<file path="config.mk">
export PLATFORM = sky130hd
export DESIGN_NAME = bit_serial_adder_flat
export DESIGN_NICKNAME = d
export VERILOG_FILES = /design/src/rtl/bit_serial_adder_if.sv /design/src/rtl/bit_serial_adder.sv /design/src/flat_wrapper.sv
export SDC_FILE = /design/constraint.sdc
export NUM_CORES = 1
export LEC_CHECK = 0
export ABC_AREA = 1
export BUFFER_PORTS_ARGS = -buffer_cell sky130_fd_sc_hd__buf_4
export CORE_AREA = 3 3 64 66
export CTS_CLUSTER_SIZE = 24
export DETAILED_ROUTE_END_ITERATION = 8
export DIE_AREA = 0 0 67 69
export PLACE_DENSITY_LB_ADDON = 0.2
export SETUP_SLACK_MARGIN = 0.3
export SYNTH_ARGS = -nofsm -noshare
export SYNTH_HDL_FRONTEND = slang
export SYNTH_SLANG_ARGS = --single-unit
</file>
<file path="constraint.sdc">
create_clock -name clk -period 1.2 [get_ports clk]
set_clock_uncertainty 0.1 [all_clocks]
set_input_delay 0.18 -clock clk [delete_from_list [all_inputs] [get_ports clk]]
set_output_delay 0.18 -clock clk [all_outputs]
set_load 0.05 [all_outputs]
</file>
<file path="src/rtl/bit_serial_adder_if.sv">
// Operand/result handshake bundle for bit_serial_adder; the Ovf wire exists only
// when BSA_OVF_EN is defined.
interface bit_serial_adder_if #(
    parameter int WIDTH = 8
);
    // Valid/ready: a transfer happens on a rising edge where both valid and ready
    // are high; the producer holds its payload steady until then, and ready may
    // depend combinationally on state but never on the payload.
    logic             in_valid;
    logic             in_ready;
    logic [WIDTH-1:0] A;
    logic [WIDTH-1:0] B;
    logic             Cin;
    logic             out_valid;
    logic             out_ready;
    logic [WIDTH-1:0] Sum;
    logic             Cout;
`ifdef BSA_OVF_EN
    logic             Ovf;
`endif

    modport master (
        output in_valid, A, B, Cin, out_ready,
        input  in_ready, out_valid, Sum, Cout
`ifdef BSA_OVF_EN
        , input Ovf
`endif
    );

    modport slave (
        input  in_valid, A, B, Cin, out_ready,
        output in_ready, out_valid, Sum, Cout
`ifdef BSA_OVF_EN
        , output Ovf
`endif
    );
endinterface

</file>
<file path="src/rtl/bit_serial_adder.sv">
// LSB-first bit-serial adder: one full-add per clock from two half-adder stages and a
// carry flop. Define BSA_OVF_EN to add the signed-overflow output Ovf.
module bit_serial_adder #(
    parameter int WIDTH = 8
) (
    input  logic                  clk,
    input  logic                  reset,
    bit_serial_adder_if.slave     bus,
    output logic                  busy,
    output logic [1:0]            dbg_state
);
    localparam int CW = (WIDTH > 1) ? $clog2(WIDTH) : 1;

    typedef enum logic [1:0] {
        IDLE  = 2'd0,
        SHIFT = 2'd1,
        DONE  = 2'd2
    } state_t;

    state_t           state;
    logic [WIDTH-1:0] a_sh;
    logic [WIDTH-1:0] b_sh;
    logic             carry;
    logic [CW-1:0]    cnt;

    logic             ha1_s;
    logic             ha1_c;
    logic             s_bit;
    logic             ha2_c;
    logic             carry_n;

    // First half adder combines the operand bits, second folds in the carry.
    always_comb begin
        ha1_s   = a_sh[0] ^ b_sh[0];
        ha1_c   = a_sh[0] & b_sh[0];
        s_bit   = ha1_s ^ carry;
        ha2_c   = ha1_s & carry;
        carry_n = ha1_c | ha2_c;
    end

    assign bus.in_ready = (state == IDLE) && !reset;
    assign dbg_state    = state;

    always_ff @(posedge clk) begin
        if (reset) begin
            state         <= IDLE;
            a_sh          <= '0;
            b_sh          <= '0;
            carry         <= 1'b0;
            cnt           <= '0;
            bus.Sum       <= '0;
            bus.Cout      <= 1'b0;
            bus.out_valid <= 1'b0;
            busy          <= 1'b0;
`ifdef BSA_OVF_EN
            bus.Ovf       <= 1'b0;
`endif
        end else begin
            case (state)
                IDLE: begin
                    if (bus.in_valid) begin
                        a_sh     <= bus.A;
                        b_sh     <= bus.B;
                        carry    <= bus.Cin;
                        cnt      <= '0;
                        bus.Sum  <= '0;
                        bus.Cout <= 1'b0;
                        busy     <= 1'b1;
`ifdef BSA_OVF_EN
                        bus.Ovf  <= 1'b0;
`endif
                        state    <= SHIFT;
                    end
                end
                SHIFT: begin
                    bus.Sum <= {s_bit, bus.Sum[WIDTH-1:1]};
                    a_sh    <= a_sh >> 1;
                    b_sh    <= b_sh >> 1;
                    carry   <= carry_n;
                    cnt     <= cnt + CW'(1);
                    if (cnt == CW'(WIDTH - 1)) begin
                        bus.Cout      <= carry_n;
                        bus.out_valid <= 1'b1;
                        busy          <= 1'b0;
`ifdef BSA_OVF_EN
                        // carry still holds the carry into the MSB on this edge
                        bus.Ovf       <= carry ^ carry_n;
`endif
                        state         <= DONE;
                    end
                end
                DONE: begin
                    if (bus.out_ready) begin
                        bus.out_valid <= 1'b0;
                        state         <= IDLE;
                    end
                end
                default: state <= IDLE;
            endcase
        end
    end
endmodule
</file>
<file path="src/flat_wrapper.sv">
// flat-port wrapper written by rule: the top's interface ports become plain ports
module bit_serial_adder_flat 
#(
    parameter int WIDTH = 8
)
  (clk, reset, busy, dbg_state, bus_in_valid, bus_A, bus_B, bus_Cin, bus_out_ready, bus_in_ready, bus_out_valid, bus_Sum, bus_Cout);
  bit_serial_adder_if #(.WIDTH(WIDTH)) bus_i ();
  input  logic clk;
  input  logic reset;
  output logic busy;
  output logic [1:0] dbg_state;
  input wire logic [$bits(bus_i.in_valid)-1:0] bus_in_valid;
  input wire logic [$bits(bus_i.A)-1:0] bus_A;
  input wire logic [$bits(bus_i.B)-1:0] bus_B;
  input wire logic [$bits(bus_i.Cin)-1:0] bus_Cin;
  input wire logic [$bits(bus_i.out_ready)-1:0] bus_out_ready;
  output wire logic [$bits(bus_i.in_ready)-1:0] bus_in_ready;
  output wire logic [$bits(bus_i.out_valid)-1:0] bus_out_valid;
  output wire logic [$bits(bus_i.Sum)-1:0] bus_Sum;
  output wire logic [$bits(bus_i.Cout)-1:0] bus_Cout;
  assign bus_i.in_valid = bus_in_valid;
  assign bus_i.A = bus_A;
  assign bus_i.B = bus_B;
  assign bus_i.Cin = bus_Cin;
  assign bus_i.out_ready = bus_out_ready;
  assign bus_in_ready = bus_i.in_ready;
  assign bus_out_valid = bus_i.out_valid;
  assign bus_Sum = bus_i.Sum;
  assign bus_Cout = bus_i.Cout;
  bit_serial_adder #(.WIDTH(WIDTH)) u_core (.clk(clk), .reset(reset), .bus(bus_i), .busy(busy), .dbg_state(dbg_state));
endmodule
</file>
Yosys cells after proc, flatten, opt, wreduce, memory -nomap -nowiden
Index checks and enable logic that the tools add are counted.

storage, ports and cells
  register bits = 33
  input port bits = 21
  word-level logic and storage cells = 53

cells by class
  $add $sub $neg = 1
  equality and inequality tests = 6
  mux-type cells = 23
  bitwise operators = 5
  reductions and logical operators = 9

operators by type and width
  operator                                                                count
  8-bit one-hot mux with 2 select lines                                   3
  8-bit two-way mux                                                       3
  3-bit AND reduction                                                     3
  1-bit one-hot mux with 2 select lines                                   4
  1-bit two-way mux                                                       7
  2-bit two-way mux                                                       3
  2-bit one-hot mux with 3 select lines                                   1
  3-bit one-hot mux with 2 select lines                                   1
  2-bit != test (second input constant)                                   2
  2-bit nonzero test                                                      2
  3-bit by 1-bit adder with 3-bit output (second input constant)          1
  3-bit equality test (second input constant)                             1
  3-bit two-way mux                                                       1
  1-bit AND                                                               2
  2-bit by 1-bit equality test with 1-bit output (second input constant)  1
  2-bit equality test (second input constant)                             1
  2-bit zero test                                                         1
  2-bit by 1-bit != test with 1-bit output (second input constant)        1
  2-bit AND reduction                                                     1
  1-bit XOR                                                               2
  1-bit logical AND                                                       1
  1-bit zero test                                                         1
  1-bit bitwise OR                                                        1

Depth between registers and ports, before layout
  depth after elaboration = 5
  depth in mapped cells = 7
  mapped depth without buffers = 6

Worst setup path before layout
Ideal clock, no wire load.

  path kind = reg2reg
  start = register u_core.state[0], in the netlist u_core.dbg_state[0]
  end = register u_core.state[0], in the netlist u_core.dbg_state[0]
  setup time = 87 ps
  data arrival time = 1763 ps
  required time = 1013 ps
  setup slack = -750 ps
  stages on the path, launching flop included = 5
  buffers on the path = 1
  clock period less this slack = 1950 ps
  cells stage by stage = dfxtp_1 buf_6 nor3_2 nand2_1 o31ai_1

between the ends
  longest elaborated chain between the ends = 3
  elaborated cells on any way between the ends = 8

RTL lines
  element                                                                                     RTL line                source
  start: declaration                                                                          bit_serial_adder.sv:20  state_t state;
  start signal: assignment                                                                    bit_serial_adder.sv:46  state <= IDLE;
  start signal: assignment                                                                    bit_serial_adder.sv:72  state <= SHIFT;
  start signal: assignment                                                                    bit_serial_adder.sv:89  state <= DONE;
  2-bit by 1-bit equality test with 1-bit output, or another cell as far along                bit_serial_adder.sv:59  case (state)
  2-bit by 1-bit != test with 1-bit output (no source line) or 2-bit != test (tied branches)  -
  3-bit AND reduction (no source line)                                                        -

Several ways; a longest one is shown, not always the timed one.
A chain may end at the register's enable or synchronous reset.

Worst setup path after layout
  start = register u_core.state[0], in the netlist u_core.dbg_state[0]
  end = register u_core.b_sh[4]

between the ends
  longest elaborated chain between the ends = 3
  elaborated cells on any way between the ends = 6

RTL lines
  element                                                                            RTL line                source
  2-bit by 1-bit equality test with 1-bit output or 2-bit zero test (tied branches)  bit_serial_adder.sv:59
  2-bit nonzero test (no source line) or 2-bit != test (tied branches)               -
  2-bit AND reduction (no source line)                                               -
  end signal: assignment                                                             bit_serial_adder.sv:63  b_sh <= bus.B;
  end signal: assignment                                                             bit_serial_adder.sv:78  b_sh <= b_sh >> 1;
  end: declaration                                                                   bit_serial_adder.sv:22  logic [WIDTH-1:0] b_sh;

Several ways; a longest one is shown, not always the timed one.

==> impl_results.md <==
- Status: complete, but fails checks
- Failing checks: setup timing
- Router iterations before antenna repair: 4
- Drc violations: 0
- Layout cells sized above 1: 0.5067
- Cell variety after synth: 21
- Max Transition Viols Final: 0
- Sequential standard cell area: around 700 µm²
- HP Class: in2reg
- Antenna violations before repair: 0
- Vias in the first global route: 1586
- Die Ht: ~69 µm
- First-pass GRT wire length: slightly below 7 mm
- Boundary Pins: 35
- Syn Area/Cell: 6.785 µm²
- Tcrit/Tclk final: 1.168
- Antenna diodes: 0
- CTS Buf Count: 5
- Synth area leaders: dfxtp_1 (42%), nand2_1 (21%), nor2_1 (7.6%)
- Final hold slack: slightly above 30 ps
- P&R area growth vs syn: 70.69%
- Worst Path Required: around 1300 ps
- Fmax: roughly 710 MHz
- PnR worst setup slack: -202.0 ps
- Power Dens Cells: about 1100 nW/µm²
- Die width: 67 µm
- Seq/Total Area, Yosys: 0.4161
- Synth top area share: 0.4161
- Maximum ir drop on the vdd rail: roughly 670 µV
- Floorplan core area: between 3000 and 4000 µm²
- Total wire length: ~4.7 mm
- Total number of vias: 1671
- Post-layout nets: 324
- Largest net degree at the start of global routing: 20
- CTS Root Cell: clkbuf_8
- Total die area: 4623 µm²
- CTS tree: yes
- Pint: around 2000 µW
- RSZ-0062 raised after global routing: true
- Switching portion of total power: 0.3094
- Worst slew pin tran: approximately 180 ps
- Avg WL per Cell: approximately 13 µm
- Flops & latches, synth: 33
- Gpl congestion: 0.7642
- Worst-path fanout max: 7
- Hold-fix buffers, CTS: 0
- P_leak: between 0.001 and 0.0015 µW
- Htree depth: 2
- Clock transition at path regs: 70 ps
- Fin crit period: approximately 1400 ps
- Hpwl dp: 2.319 mm
- Sequential Power Share: 0.411
- Final ANT Viol Nets: 0
- Crit path DAT: 1480 ps
- PortBufs: 34
- GRT Total Usage: 0.1941
- Post-Syn Instances: roughly 230
- Maxcap violations: 0
- Gr ovfl total: 0
- Starting Density: 0.4370
- CTS Buffer Depth: 2
- DRT iter0 DRCs: a little over 100
- Yosys warns: 0
- Crit start category: flop
- Clk Latency, worst-skew pair: around 290 ps
- Setup WS pre-CTS: -45.92 ps
- Fillcell total: about 280
- Largest area contributor in the netlist: dfxtp_1
- Clock power share: 0.287
- Post-Syn Area: between 1500 and 2000 µm²
- Std-Cell Rows: 22
- R2R setup slack: -200 ps
- Multi-input logic area: 987.2 µm²
- Kind of critical path: reg2reg
- Tot Pwr: 2962 µW
- Max-slew headroom: 0.8801
- Combinational share of power: 0.302
- Sink Count: 33
- Final hold vios: 0
- Final setup fails: 32
- Syn nets: between 200 and 300
- Net switching power of the design: between 900 and 1000 µW
- Vias/cell: 4.802
- Crit path capture type: flop
## layout make-up
cell class              instances  share of cell area
well taps                      48             0.02216
clock buffers                   7             0.03186
inverters                      23             0.03555
repair buffers                 70              0.2895
flip-flops and latches         33              0.2567
multi-input cells             167              0.3643
## Yosys cell counts (all sizes together)
| cell | number |
|---|---|
| clkbuf | 3 |
| nand3b | 1 |
| fa | 1 |
| o21ai | 2 |
| nor3 | 1 |
| dfxtp | 33 |
| nand3 | 22 |
| inv | 23 |
| nand2 | 88 |
| ha | 2 |
| o31ai | 1 |
| a21oi | 14 |
| buf | 8 |
| nor2 | 35 |
## metal layers
metal	wire, µm	global-route usage	vias up
li1	-	-	849
met1	2068	0.2528	787
met2	2363	0.3013	25
met3	165	0.05049	10
met4	92	0.07658	0
met5	0	0	-
## worst max-delay path: stages, from the launching register on
cell and delay (ps):
dfxtp_4 360, buf_8 130, o21ai_4 190, buf_6 140, buf_6 100, buf_12 110
nand2_2 60, nand2_2 70, nor2_1 40
## repair_timing
item | CTS | global route
pin swaps | 6 | 26
setup endpoints to repair | 47 | 47
gates cloned | 3 | 1
endpoints found under the hold margin | 0 | 0
gates resized for setup | 60 | 55
buffers inserted | 12 | 7
## state kept, by name (all words and copies together), names as in the netlist
register and flops:
u_core.a_sh 8, u_core.b_sh 8, u_core.bus.Cout 1, u_core.bus.Sum 8
u_core.bus.out_valid 1, u_core.busy 1, u_core.carry 1, u_core.cnt 3
u_core.dbg_state 2
## metrics by stage
| step | setup TNS [ps] | utilization | cell area (µm²) | cells |
|---|---|---|---|---|
| after global routing | -5465 | 0.7459 | 2710 | 348 |
| final | -4261 | 0.7459 | 2710 | 348 |
| after detailed placement | -66.50 | 0.5441 | 1977 | 318 |
| after CTS | -3089 | 0.6701 | 2435 | 340 |
| after floorplan | -932.9 | - | 1633 | 234 |
| after global placement | -34.60 | 0.5441 | 1977 | 318 |
## placed cells by master, fill, tap and decap left out, types with 2 or more instances in the layout
cell type	netlist	layout
inv_6	0	2
inv_2	2	2
nor2_1	32	28
nand3_1	21	17
nand2_2	0	16
nand2_1	87	64
nor2_2	3	6
inv_1	21	19
nand3_2	1	4
dfxtp_4	0	6
nand2_4	1	7
buf_16	0	3
clkbuf_8	0	6
a21oi_2	0	13
buf_4	2	40
dfxtp_2	0	10
buf_12	0	4
dfxtp_1	33	17
buf_6	5	9
buf_8	0	13
## final timing paths
check	start	depth (start not counted)	to
max reg2reg	u_core.dbg_state[0]	8	u_core.b_sh[4]
min reg2reg	u_core.a_sh[7]	2	u_core.a_sh[7]
min	reset	2	u_core.dbg_state[1]
max	u_core.dbg_state[0]	8	u_core.b_sh[4]
## power by group through the flow
stage | Combinational [µW] | Clock, µW | Sequential (µW)
detailed placement | 580 | 0 | 1240
global placement | 573 | 0 | 1240
CTS | 767 | 853 | 1220
floorplan | 366 | 0 | 1290
global route | 973 | 899 | 1230
finish | 894 | 851 | 1220
## kinds of logic (layout without fill, tap and decap cells)
| kind of cell | count (synthesis) | count (layout) | synth area share |
|---|---|---|---|
| fa+ha+maj | 3 | 3 | 0.02837 |
| buf+inv | 34 | 100 | 0.1095 |
| flops | 33 | 33 | 0.4161 |
| compound gates | 17 | 17 | 0.06226 |
| simple gates | 147 | 147 | 0.3838 |
Note: power is estimated with default switching activity, not from simulation.
